==> config.mk <==
export PLATFORM = sky130hd
export DESIGN_NAME = cdb_arbiter
export DESIGN_NICKNAME = d
export VERILOG_FILES = /design/src/rtl/cdb_arbiter.sv
export SDC_FILE = /design/constraint.sdc
export NUM_CORES = 1
export LEC_CHECK = 0
export CAP_MARGIN = 25
export CORE_UTILIZATION = 34
export CTS_CLUSTER_SIZE = 40
export DETAILED_ROUTE_END_ITERATION = 12
export GPL_ROUTABILITY_DRIVEN = 0
export REMOVE_ABC_BUFFERS = 1
export SLEW_MARGIN = 10
export SYNTH_ARGS = -nofsm -noshare
export SYNTH_HDL_FRONTEND = slang
export SYNTH_SLANG_ARGS = --single-unit
export TNS_END_PERCENT = 10
==> constraint.sdc <==
create_clock -name clk1 -period 2.8 [get_ports clk1]
set_input_delay 0.56 -clock clk1 [delete_from_list [all_inputs] [get_ports clk1]]
set_output_delay 0.56 -clock clk1 [all_outputs]
set_load 0.03 [all_outputs]
==> src/rtl/cdb_arbiter.sv <==
// Common data bus arbiter: a 2-entry FIFO per result source and a round-robin grant onto a registered broadcast bus.
// Define CDB_STATS_EN to build the 16-bit broadcast counter on cdb_count; without it cdb_count is tied to zero.
module cdb_arbiter #(
    parameter int NSRC = 3,
    parameter int DW   = 16,
    parameter int TW   = 3
) (
    input  logic                      clk1,
    input  logic                      rst,
    input  logic [NSRC-1:0]           fu_valid,
    output logic [NSRC-1:0]           fu_ready,
    input  logic [NSRC*TW-1:0]        fu_tag,
    input  logic [NSRC*DW-1:0]        fu_data,
    output logic                      cdb_valid,
    output logic [TW-1:0]             cdb_tag,
    output logic [DW-1:0]             cdb_data,
    output logic [$clog2(NSRC)-1:0]   cdb_src,
    output logic                      cdb_err,
    output logic [15:0]               cdb_count
);
    localparam int SW = $clog2(NSRC);

    logic [TW-1:0]   tag_mem  [NSRC][2];
    logic [DW-1:0]   data_mem [NSRC][2];
    logic [1:0]      cnt_q [NSRC];
    logic [1:0]      cnt_d [NSRC];
    logic [NSRC-1:0] wp_q, wp_d, rp_q, rp_d;
    logic [SW-1:0]   rr_q, rr_d, gnt_idx;
    logic            gnt_any;
    logic [NSRC-1:0] accept, push, pop;
    logic            valid_q, err_q, err_d;
    logic [TW-1:0]   tag_q;
    logic [DW-1:0]   data_q;
    logic [SW-1:0]   src_q;

    // Ready looks only at the registered count, so a same-cycle pop never frees a slot early.
    always_comb begin
        for (int i = 0; i < NSRC; i++) begin
            fu_ready[i] = (cnt_q[i] < 2'd2);
            accept[i]   = fu_valid[i] & fu_ready[i];
            push[i]     = accept[i] & (fu_tag[i*TW +: TW] != '0);
        end
    end

    always_comb begin
        int idx;
        idx     = 0;
        gnt_any = 1'b0;
        gnt_idx = '0;
        for (int k = 0; k < NSRC; k++) begin
            idx = int'(rr_q) + k;
            if (idx >= NSRC) idx = idx - NSRC;
            if (!gnt_any && cnt_q[idx] != 2'd0) begin
                gnt_any = 1'b1;
                gnt_idx = SW'(idx);
            end
        end
    end

    always_comb begin
        for (int i = 0; i < NSRC; i++) begin
            pop[i]   = gnt_any && (gnt_idx == SW'(i));
            cnt_d[i] = cnt_q[i] + {1'b0, push[i]} - {1'b0, pop[i]};
        end
        wp_d  = wp_q ^ push;
        rp_d  = rp_q ^ pop;
        err_d = err_q | (|(accept & ~push));
        if (!gnt_any)                         rr_d = rr_q;
        else if (gnt_idx == SW'(NSRC - 1))    rr_d = '0;
        else                                  rr_d = gnt_idx + 1'b1;
    end

    // Storage needs no reset: the pointers and counts define which entries are live.
    always_ff @(posedge clk1) begin
        for (int i = 0; i < NSRC; i++) begin
            if (push[i]) begin
                tag_mem[i][wp_q[i]]  <= fu_tag[i*TW +: TW];
                data_mem[i][wp_q[i]] <= fu_data[i*DW +: DW];
            end
        end
    end

    always_ff @(posedge clk1) begin
        if (rst) begin
            for (int i = 0; i < NSRC; i++) cnt_q[i] <= 2'd0;
            wp_q    <= '0;
            rp_q    <= '0;
            rr_q    <= '0;
            valid_q <= 1'b0;
            tag_q   <= '0;
            data_q  <= '0;
            src_q   <= '0;
            err_q   <= 1'b0;
        end else begin
            for (int i = 0; i < NSRC; i++) cnt_q[i] <= cnt_d[i];
            wp_q    <= wp_d;
            rp_q    <= rp_d;
            rr_q    <= rr_d;
            err_q   <= err_d;
            valid_q <= gnt_any;
            if (gnt_any) begin
                tag_q  <= tag_mem[gnt_idx][rp_q[gnt_idx]];
                data_q <= data_mem[gnt_idx][rp_q[gnt_idx]];
                src_q  <= gnt_idx;
            end
        end
    end

`ifdef CDB_STATS_EN
    logic [15:0] count_q;
    always_ff @(posedge clk1) begin
        if (rst)          count_q <= '0;
        else if (gnt_any) count_q <= count_q + 16'd1;
    end
    assign cdb_count = count_q;
`else
    assign cdb_count = '0;
`endif

    assign cdb_valid = valid_q;
    assign cdb_tag   = tag_q;
    assign cdb_data  = data_q;
    assign cdb_src   = src_q;
    assign cdb_err   = err_q;
endmodule

After elaboration in Yosys (flattened, before gate mapping)
Memory sizes are Yosys's and may differ from the RTL's.
Cells that the tools add are included.
{ "totals": {"elab_cells": 120, "in_bits": 62, "reg_bits": 31, "out_inout_bits": 42, "n_memories": 3, "mem_bits_rw": 120} }
{ "memory_table": {"columns": ["memory", "words", "width", "rd", "rd_ports_with_merged_regs", "write_ports", "line", "source"], "rows": [
  ["data_mem", 3, 32, 1, 0, 3, "24", "logic [DW-1:0] data_mem [NSRC][2];"],
  ["tag_mem", 3, 6, 1, 0, 3, "23", "logic [TW-1:0] tag_mem [NSRC][2];"],
  ["cnt_q", 3, 2, 6, 0, 3, "25", "logic [1:0] cnt_q [NSRC];"]
]} }
{ "op_classes": {"n_lt_le_gt_ge": 14, "n_mux": 45, "eq_ne": 2, "addsub": 12, "n_bitwise": 18, "reduce_logical": 18} }
{ "ops": {"columns": ["op", "n"], "rows": [
  ["16-bit two-way mux", 6],
  ["32-bit two-way mux", 3],
  ["16-bit demux with 1-bit select", 3],
  ["2-bit two-way mux", 10],
  ["3-bit two-way mux", 6],
  ["6-bit two-way mux", 3],
  ["2-bit greater-or-equal comparator (second input constant)", 5],
  ["1-bit two-way mux", 10],
  ["3-bit demux with 1-bit select", 3],
  ["3-bit nonzero test", 3],
  ["1-bit logical AND", 8],
  ["1-bit inverter with 2-bit output", 4],
  ["2-bit by 1-bit adder with 2-bit output", 3],
  ["1-bit AND", 6],
  ["3-bit by 2-bit greater-or-equal comparator with 1-bit output (second input constant)", 2],
  ["2-bit by 1-bit less-than comparator with 1-bit output (second input constant)", 3],
  ["2-bit less-than comparator (second input constant)", 3],
  ["2-bit nonzero test", 3],
  ["2-bit by 1-bit subtractor with 2-bit output", 3],
  ["2-bit subtractor (second input constant)", 3],
  ["3-bit bitwise XOR", 2],
  ["1-bit bitwise OR", 4],
  ["2-bit by 1-bit adder with 3-bit output (second input constant)", 1],
  ["2-bit by 2-bit adder with 3-bit output (second input constant)", 1],
  ["other kinds (10)", 11]
]} }

Logic depth before layout (Yosys ltp)
An unclocked memory read counts as a cell.
{ "depth": {"word_depth": 17, "depth_mapped": 15, "depth_no_buf": 13} }

Worst setup path after synthesis
OpenSTA, ideal clock, no wires.
{ "synth_timing": {"kind": "register -> register", "start": "register rr_q[0]", "end": "memory cnt_q[1][1]", "required_time_ns": 2.672, "period_less_slack_ns": 2.870, "setup_time_ns": 0.128, "path_stages_with_launch": 16, "slack_ns": -0.070, "n_path_buf": 2, "arrival_time_ns": 2.743, "cell_sequence": "dfxtp_1 inv_1 ha_1 buf_4 or3b_1 o2111ai_1 nor3_2 a21oi_1 buf_2 nor2_1 ha_1 inv_1 ha_1 xnor2_1 xnor2_1 nor2_1"} }
{ "synth_lines": {"columns": ["element", "line", "source"], "rows": [
  ["start, declared", "28", "logic [SW-1:0] rr_q, rr_d, gnt_idx;"],
  ["start signal, assigned", "98", "rr_q <= rr_d;"],
  ["end, declared", "25", null]
]} }

==> metrics <==
Synth area leaders=edfxtp_1 (55%), mux2i_1 (12%), dfxtp_1 (12%), ha_1 (3.2%), a22oi_1 (2.3%); core area=0.0180 mm2; Netlist cell types=between 40 and 50; Yosys Warn Count=0; worst-path cell chain=inv_4 -> ha_4 -> or3b_4 -> o2111ai_4 -> nor3_4 -> buf_4 -> a21oi_4 -> buf_6 -> nor2_4 -> ha_1 -> inv_1 -> ha_1 -> xnor2_1 -> xnor2_1 -> nor2_1; DRT antenna net count=0; H-tree depth=4; Main synth FF type=edfxtp_1; worst IR drop on VDD=around 0.00071 V; crit start category=flop; Post-Syn Area=0.00621 mm2; CP Max Fanout=4; Final period util=97.9%; f_max=365 MHz; static leakage=approximately 3.4 nW; fin crit period=2.74 ns; DRT Pass-1 Iters=4; Final Hold Fails=0; Synth top area share=a little under three fifths; Crit path largest cell delay=approximately 0.39 ns; commonest cells in the netlist=edfxtp_1 (114), mux2i_1 (76), dfxtp_1 (37), a22oi_1 (19), o31ai_1 (19); Critical R2R Launch=rr_q[0]; layout cells sized above 1=18.2%; die area=between 0.015 and 0.02 mm2; CTS tree=done; Die H=roughly 140 um; num rows=between 40 and 50; Port Buffers=87; endpoint type of the worst setup path=flop; num ports=roughly 100; multi-input combinational cell area=0.00204 mm2; slowest stage cell, crit path=or3b_4; worst reg2reg path depth=15; antenna violations before repair=1; final core occ=47.3%; critical path's top delay family=adder cells; critical setup path kind=flop to flop; average size of a mapped cell=15.0 um2; worst reg2reg setup slack=a little under 0.06 ns; Final Cell Area=about 0.0085 mm2; global-route wire length before repair=20,800 um; DR vias/cell=between 4 and 5; Post-Synthesis Cells=around 410; Initial Util=34.6%; die width=137 um; Finished Layout Cells=between 700 and 800; Fillers=between 1,500 and 2,000; Pins Over Slew Limit=0; detailed placement HPWL=9190 um; Hold Path Class=flop to flop; MaxCap Viol Count=0; CP required=around 3.1 ns; clock skew=0.00745 ns; gr ovfl total=0; Synth area leader=edfxtp_1; vias in the first global route=approximately 3,900; Placed Cells=~730; Routed WL per cell=18.6 um; Worst Hold Endpoint=cdb_data[2]; critical path arrival=roughly 3.1 ns; RSZ-0062 raised after global routing=true; Remaining DRCs=0; Synth-to-Final Area Change=36.6%; nets=a little over 600; Area after DPL=0.00746 mm2; initial DRC count=between 200 and 250; FF/Latch Area=about 0.0042 mm2; clock-pin slew on the worst setup and hold paths=0.06 ns; gr usage total=about 16%; Post-synth EDFFs=around 110; endpoints failing setup=0; CTS Sinks=151; top-count cell post-synth=edfxtp_1; reg2reg end=cnt_q[1][1]; run status=completed; final WL=about 15,000 um; ANT cells=0; CTS buffer count=17; power density over the cells=1220 mW/mm2; part of the Yosys area used for sequential elements=between 60% and 70%; via count=~3,800; Post-synth ARST share=0%; CP bufs+invs=4; worst hold stages=2; Max Buffers Root-to-Sink=2; worst-skew pair later-pin latency=between 0.4 and 0.5 ns; #FFs+latches synth=roughly 150; worst hold start=cdb_data[2]; Root Buffer=clkbuf_16; largest net degree at the start of global routing=21
tightest hold or removal path, delay by kind of cell, from the launching register on:
kind            cells  cell delay [ns]
compound gates      2             0.14
flops               1             0.32
power breakdown:
| group | switching, W | internal, W |
|---|---|---|
| Clock | 0.000874 | 0.00131 |
| Sequential | 0.000214 | 0.00286 |
| Combinational | 0.00268 | 0.00247 |
layout make-up:
type,instances,area share [%]
multi-input cells,226,24.0
clock buffers,19,5.10
clock inverters,12,1.52
well taps,229,3.38
flip-flops and latches,151,49.1
repair buffers,126,16.1
inverters,16,0.737
through the flow:
stage          TNS (ns)  hold slack, ns  total power [W]  worst slack [ns]
2_1_floorplan    -53.22           0.476          0.00571             -2.72
3_3_place_gp          0           0.475          0.00709            0.0101
3_5_place_dp     -0.472           0.478          0.00719            -0.106
4_1_cts          -0.232           0.489          0.00979           -0.0605
5_1_grt          -0.394           0.520           0.0110           -0.0471
6_report              0           0.499           0.0104            0.0586
what timing repair did:
| action | in CTS | in global routing |
|---|---|---|
| hold buffers | 0 | 0 |
| pin swaps | 5 | 14 |
| gates cloned | 2 | 4 |
| endpoints found under the setup margin | 19 | 24 |
| setup buffers | 3 | 10 |
| resized for setup | 16 | 28 |
layer usage:
| layer | GRT usage [%] | part of all wire (%) | up-vias |
|---|---|---|---|
| met3 | 5.52 | 6.9 | 7 |
| met1 | 18.6 | 42 | 1895 |
| met2 | 26.6 | 50 | 128 |
| li1 | - | - | 1782 |
| met4 | 3.85 | 0.59 | 2 |
| met5 | 0 | 0.090 | - |
worst max path at each step:
stage / cells past startpoint / slack (ns) / endpoint / startpoint
finish: 15 / 0.06 / cnt_q[1][1] / rr_q[0]
global route: 12 / -0.05 / cdb_tag[0] / rr_q[0]
CTS: 15 / -0.06 / cnt_q[1][1] / rr_q[0]
detailed placement: 11 / -0.11 / cdb_data[0] / rr_q[1]
global placement: 12 / 0.01 / cdb_data[0] / rr_q[0]
floorplan: 13 / -2.72 / cnt_q[1][1] / rr_q[0]
logic make-up (layout without fill, tap and decap cells):
family | Yosys count | after routing | share of synthesized area, %
fa+ha+maj | 16 | 16 | 3.22
xor+xnor | 9 | 9 | 1.27
compound gates | 62 | 62 | 7.61
flops | 151 | 151 | 67.0
other cells | 1 | 16 | 0.0603
simple gates | 47 | 47 | 3.95
mux | 76 | 76 | 12.2
buf+inv | 51 | 173 | 4.65
state kept, by name (all words and copies together), names as in the netlist:
name	count
cdb_err	1
cdb_src	2
cdb_tag	3
tag_mem	18
data_mem	96
wp_q	3
rr_q	2
cnt_q	6
rp_q	3
cdb_data	16
cdb_valid	1
cells in the final DEF, fill, tap and decap left out, types with 4 or more instances in the layout:
cell and instances:
edfxtp_1 114, clkdlybuf4s50_1 87, mux2i_1 71, dfxtp_1 35, buf_4 24, clkbuf_16 21, o31ai_1 19, a22oi_1 18
nor2_1 16, conb_1 16, inv_1 15, ha_1 12, xnor2_1 9, buf_12 7, nor3_1 5, a21oi_1 5
nand2_1 4, nor2b_1 4
No activity file was read; power rests on OpenSTA's default activity.
